[src/rtl/bram_stream_reader.sv]
// bram_stream_reader
//   Read-side sequencer for a 1-cycle-latency coefficient BRAM. On start it
//   walks len consecutive addresses from base (mod 2^AW). It hides the read
//   latency behind a 2-entry output FIFO and presents the coefficients as a
//   valid/ready stream with backpressure.
//
// Ports
//   clk, reset        rising-edge clock, synchronous active-high reset
//   start/base/len    burst request; sampled only while idle (busy=0)
//   raddr             BRAM read address (combinational from regs + m_ready)
//   bram_dout         BRAM read data, valid the cycle after raddr
//   m_valid/m_data/m_last/m_ready   output stream
//   busy              burst in progress
//   done              one-cycle pulse after the last beat is accepted
module bram_stream_reader #(
  parameter int DW = 12,
  parameter int AW = 8
) (
  input  logic          clk,
  input  logic          reset,
  input  logic          start,
  input  logic [AW-1:0] base,
  input  logic [AW:0]   len,
  output logic [AW-1:0] raddr,
  input  logic [DW-1:0] bram_dout,
  output logic          m_valid,
  output logic [DW-1:0] m_data,
  output logic          m_last,
  input  logic          m_ready,
  output logic          busy,
  output logic          done
);

  typedef enum logic [1:0] {IDLE, RUN, DRAIN} state_t;

  typedef struct packed {
    logic          vld;
    logic          last;
    logic [DW-1:0] data;
  } ent_t;

  localparam logic [AW:0] ONE = {{AW{1'b0}}, 1'b1};

  state_t        state, state_nxt;
  logic [AW-1:0] base_q;
  logic [AW:0]   len_q;
  logic [AW:0]   icnt;      // reads issued so far
  logic [AW:0]   wcnt;      // beats written into the FIFO so far
  logic [AW-1:0] raddr_q;
  logic          inflight;  // read issued last cycle; bram_dout valid now
  ent_t          hd, tl;    // FIFO head (drives the stream) and tail
  logic          done_q;

  logic          pop, push, issue, start_ok, done_nxt;
  logic [1:0]    lvl, thresh;
  ent_t          wr;

  assign pop      = hd.vld & m_ready;
  assign push     = inflight;
  assign start_ok = (state == IDLE) & start;

  // Entries that will exist once the in-flight read lands. Issuing only
  // while (FIFO + inflight - pop) <= 1 guarantees the next push always has
  // a free slot even if the consumer stalls from now on.
  assign lvl    = {1'b0, hd.vld} + {1'b0, tl.vld} + {1'b0, inflight};
  assign thresh = {1'b0, pop} + 2'd1;
  assign issue  = (state == RUN) && (lvl <= thresh);

  // Address is presented in the issue cycle itself; otherwise hold the
  // last address (a stray BRAM read is harmless).
  assign raddr = issue ? (base_q + icnt[AW-1:0]) : raddr_q;

  assign wr.vld  = 1'b1;
  assign wr.data = bram_dout;
  assign wr.last = (wcnt == len_q - ONE);

  assign m_valid = hd.vld;
  assign m_data  = hd.data;
  assign m_last  = hd.vld & hd.last;
  assign busy    = (state != IDLE);
  assign done    = done_q;

  always_comb begin
    state_nxt = state;
    done_nxt  = 1'b0;
    case (state)
      IDLE: begin
        if (start) begin
          if (len != '0) state_nxt = RUN;
          else           done_nxt  = 1'b1;
        end
      end
      RUN: begin
        if (issue && (icnt == len_q - ONE)) state_nxt = DRAIN;
      end
      DRAIN: begin
        if (pop && hd.last) begin
          state_nxt = IDLE;
          done_nxt  = 1'b1;
        end
      end
      default: state_nxt = IDLE;
    endcase
  end

  always_ff @(posedge clk) begin
    if (reset) begin
      state    <= IDLE;
      base_q   <= '0;
      len_q    <= '0;
      icnt     <= '0;
      wcnt     <= '0;
      raddr_q  <= '0;
      inflight <= 1'b0;
      hd       <= '0;
      tl       <= '0;
      done_q   <= 1'b0;
    end else begin
      state    <= state_nxt;
      done_q   <= done_nxt;
      inflight <= issue;
      raddr_q  <= raddr;

      if (start_ok) begin
        base_q <= base;
        len_q  <= len;
        icnt   <= '0;
        wcnt   <= '0;
      end else begin
        if (issue) icnt <= icnt + ONE;
        if (push)  wcnt <= wcnt + ONE;
      end

      // FIFO: head always holds the oldest entry; data field of an empty
      // head is left as-is so m_data only changes on a new beat.
      case ({pop, push})
        2'b11: begin
          if (tl.vld) begin
            hd <= tl;
            tl <= wr;
          end else begin
            hd <= wr;
          end
        end
        2'b10: begin
          if (tl.vld) hd <= tl;
          else        hd.vld <= 1'b0;
          tl.vld <= 1'b0;
        end
        2'b01: begin
          if (!hd.vld) hd <= wr;
          else         tl <= wr;
        end
        default: ;
      endcase
    end
  end

endmodule

[config.mk]
export PLATFORM = sky130hd
export DESIGN_NAME = bram_stream_reader
export DESIGN_NICKNAME = d
export VERILOG_FILES = /design/src/rtl/bram_stream_reader.sv
export SDC_FILE = /design/constraint.sdc
export NUM_CORES = 1
export LEC_CHECK = 0
export CORE_ASPECT_RATIO = 1.4
export CORE_MARGIN = 4
export CORE_UTILIZATION = 45
export CTS_BUF_LIST = sky130_fd_sc_hd__clkbuf_8
export CTS_CLUSTER_SIZE = 25
export DETAILED_ROUTE_END_ITERATION = 7
export HOLD_SLACK_MARGIN = 0.06
export PLACE_DENSITY = 0.74
export RECOVER_POWER = 50
export SLEW_MARGIN = 0
export SYNTH_ARGS = -nofsm -noshare
export SYNTH_HDL_FRONTEND = slang
export SYNTH_SLANG_ARGS = --single-unit
[constraint.sdc]
create_clock -name clk -period 7.8 [get_ports clk]
set_input_delay 1.56 -clock clk [delete_from_list [all_inputs] [get_ports clk]]
set_output_delay 1.56 -clock clk [all_outputs]
set_load 0.005 [all_outputs]
# After elaboration in Yosys (flattened, before gate mapping)
# Cells that the tools add are included.
# word_totals
elab_cells,72
output_inout_bits,24
reg_bits,75
inputBits,33
# classes
n_mux,19
bitwise_logic,3
n_addsub,7
eq_ne,15
order_cmp,1
reduce_logical,13
# op_table
op,count
14-bit one-hot mux with 3 select lines,1
13-bit 2-to-1 mux,3
14-bit 2-to-1 mux,2
13-bit one-hot mux with 2 select lines,1
9-bit by 1-bit adder with 9-bit output (second input constant),2
9-bit equality test,2
2-bit inequality test (second input constant),6
9-bit nonzero test,1
9-bit by 1-bit subtractor with 9-bit output (second input constant),1
8-bit adder,1
2-bit 2-to-1 mux,4
8-bit 2-to-1 mux,1
2-bit equality test (second input constant),3
2-bit one-hot mux with 3 select lines,1
3-bit AND reduction,2
2-bit by 1-bit equality test with 1-bit output (second input constant),2
1-bit 2-to-1 mux,4
2-bit by 1-bit inequality test with 1-bit output (second input constant),2
4-bit AND reduction,1
2-bit nonzero test,2
1-bit bitwise AND,3
1-bit logical AND,3
1-bit one-hot mux with 3 select lines,1
3-bit nonzero test,1
8 further kinds,8

# Logic depth before layout (Yosys ltp)
# depth
word_depth,7
ltp_mapped,11

# Worst setup path before layout
# OpenSTA, ideal clock, no wires.
# synth_timing
kind,input port to output port
from,in m_ready
to,out raddr[6]
n_path_buf,1
arrival_ns,3.204
setup_slack_ns,3.036
t_required_ns,6.240
cell_stages,9
path_cell_list,nand2_1 ha_1 nor2b_1 o21ai_0 and2_1 clkbuf_1 nand2_1 or3_1 nand3_1
# synth_between
elab_chain_len,5
# synth_lines
element,line_no,text
from (decl),29,"input logic m_ready,"
1-bit bitwise AND,58,assign pop = hd.vld & m_ready;
1-bit by 1-bit adder with 2-bit output,66,"assign thresh = {1'b0, pop} + 2'd1;"
2-bit less-or-equal comparator,67,assign issue = (state == RUN) && (lvl <= thresh);
1-bit logical AND,67,
8-bit 2-to-1 mux,71,assign raddr = issue ? (base_q + icnt[AW-1:0]) : raddr_q;
to (decl),24,"output logic [AW-1:0] raddr,"
# No other way between the ends.

# Final worst setup path
# layout_timing
from,in m_ready
to,out raddr[7]
# The elaborated chain is that of the path after synthesis.

==> impl_results.md <==
- YS warnings: 0
- Pwr dens: 194 nW/um^2
- Core Region: 8300 um^2
- Total track usage: 0.189
- Unrepaired setup endpoints after global routing: no
- Worst EP required: 6240 ps
- Post-Syn Nets: 534
- FFs w/ async S/R, synth: 0
- Vias: 3,432
- Setup crit end kind: primary output
- Slew headroom: -0.543
- Commonest non-fill, non-tap cell in the layout: nand2_1
- Post-Syn Area per Cell: 8.05 um^2
- Clock skew: 6.76 ps
- Root buf cell: clkbuf_8
- Final net count: 572
- Post-CTS setup buffers: 0
- Cell count after synthesis: 482
- WL final: 9210 um
- Avg WL per Cell: 14.7 um
- Most frequent cells in the layout: nand2_1, dfxtp_1, nor2_1, a21oi_1, clkdlybuf4s50_1
- Post-Syn Area: 3880 um^2
- Setup crit start kind: input port
- Peak Freq: 162 MHz
- Period utilisation layout: 0.793
- Starting Density: 0.468
- Clock transition at the registers of the reported paths: 70 ps
- Biggest area consumer among synthesized cells: dfxtp_1
- Clock sink count: 75
- Area fraction of the dominant cell type after synthesis: 0.387
- Sequential share of the synthesized area: 0.387
- CTS Buffer Depth: 2
- Post-CTS resize count: 0
- Antenna Cells: 0
- Layout cells sized above 1: 0.0495
- Max Cap Viol: 1
- Initial antenna violation count: 0
- CTS tree: yes
- Synth cell types: 44
- IO Port Bufs: 56
- Critical path arrival: 4620 ps
- Drt via density: 5.47
- Total gr overflow: 0
- Chip height: 118 um
- LEAKAGE: 1.73 nW
- Worst-Skew Late Latency: 350 ps
- TritonCTS buffer count: 9
- Worst Hold Class: register to register
- Pin count of the biggest net entering global routing: 52
- # rows: 39
- Failing checks: max-capacitance violations, max-slew violations
- Vias in the first global route: 3,463
- Io pins: 57
- Met3 WL post-DR: 462 um
- DRT iter0 DRCs: 203
- CTS Hold Buffers Added: 0
- GP Congestion: 0.886
- Setup WS pre-CTS: 1670 ps
- Met1 wire length: 3780 um
- Worst vdd ir: 0.000117 V
- Worst slew pin tran: 2310 ps
- Final Setup Violations: 0
- Final TNS setup: 0 ps
- FF+latch count, synth: 75
- First-pass detailed-route iteration total: 4
- Detail Route Antenna Nets: 0
- Status: finished with violations
- Crit Path Class: input port to primary output
- EDFF count, synth: 0
- Top cells by area, synth: dfxtp_1, nand2_1, ha_1
- Post-detail-place hpwl: 6700 um
- Dominant synthesized flop cell: dfxtp_1
- Worst Path Max Fanout: 16
- Met2 routed WL: 4490 um
- Global-route wire length before repair: 15,700 um
- Area grow syn2layout: 19.2%
- Die area: 10,200 um^2
- Residual DRC: 0
- CTS HTree Levels: 3
- Pins Over Slew Limit: 52
- Worst setup margin: 1620 ps
- Top routing layer used: met4
- Die W: 86.5 um
- Minimum clock period after layout: 6180 ps
- Hold Vio Cnt, Final: 0
==> cell families after synthesis <==
family          share of synthesized area
mux                               0.00516
compound gates                      0.165
simple gates                        0.235
flops                               0.387
xor+xnor                           0.0790
fa+ha+maj                          0.0652
buf+inv                            0.0635
==> flip-flops by register name (all words and copies together) (netlist names), named ones only <==
signal    count
tl           13
inflight      1
hd            1
state         2
len_q         9
icnt          9
m_valid       1
m_data       12
done          1
base_q        8
raddr_q       8
wcnt          9
==> path summary, 6_finish.rpt <==
kind	startpoint	to	slack (ps)	cells after the start
setup / recovery	m_ready	raddr[7]	1620	9
hold / removal	tl[6]$_SDFFE_PP0P_	tl[6]$_SDFFE_PP0P_	460	2
hold reg to reg	tl[6]$_SDFFE_PP0P_	tl[6]$_SDFFE_PP0P_	460	2
setup reg to reg	inflight$_SDFF_PP0_	raddr_q[7]$_SDFF_PP0_	4680	9
==> worst max-delay path, cell delays in order <==
cell and delay, ps:
dlygate4sd3_1 520, nand2_1 130, ha_1 330, nor2b_1 130, o21ai_0 270, nand2_1 390
or4_1 670, nand3_1 110, clkdlybuf4s50_1 500
==> final cells by class <==
type / count / area, um^2
Tap cell: 102 / 128
Fill cell: 806 / 3670
Clock buffer: 10 / 138
Clock inverter: 6 / 56.3
Timing Repair Buffer: 60 / 587
Multi-Input combinational cell: 354 / 2140
Sequential cell: 75 / 1500
Inverter: 20 / 75.1
==> where the power goes <==
part	switching [mW]	internal, mW
registers	0.0178	0.404
clock network	0.143	0.154
logic	0.0949	0.0841
total	0.255	0.642
==> synthesized netlist by cell type (2+ instances only) <==
cell type / n
or3_1: 6
a211oi_1: 13
ha_1: 17
buf_4: 12
or2_2: 2
nand2_1: 84
xor2_1: 14
nor4b_1: 2
o21a_1: 3
xnor2_1: 21
mux2i_1: 2
a221oi_1: 2
nor3_1: 4
or4b_2: 2
inv_1: 20
and3_1: 6
a22oi_1: 12
a31oi_1: 5
nand3_1: 16
nor3b_1: 5
a21oi_1: 41
clkbuf_1: 16
fa_1: 2
o21ai_0: 16
buf_1: 3
nor2b_1: 4
dfxtp_1: 75
nor2_1: 41
buf_2: 2
o211ai_1: 4
and2_1: 9
nor4_1: 3
nand4_1: 7
==> layer usage <==
metal | vias to the layer above | global-route usage
met5 | - | 0
met4 | 0 | 0.133
met3 | 38 | 0.0357
met2 | 100 | 0.307
met1 | 1569 | 0.219
li1 | 1725 | -
==> per-stage QoR <==
step / hold slack [ps] / power, mW / std cells / area, um^2 / utilization
floorplan: 432 / 0.550 / 482 / 3880 / -
global placement: 439 / 0.611 / 611 / 4430 / 0.534
detailed placement: 447 / 0.615 / 611 / 4430 / 0.534
CTS: 458 / 0.910 / 627 / 4630 / 0.558
global route: 481 / 0.944 / 627 / 4620 / 0.557
finish: 458 / 0.897 / 627 / 4620 / 0.557
Note: power is estimated with default switching activity, not from simulation.
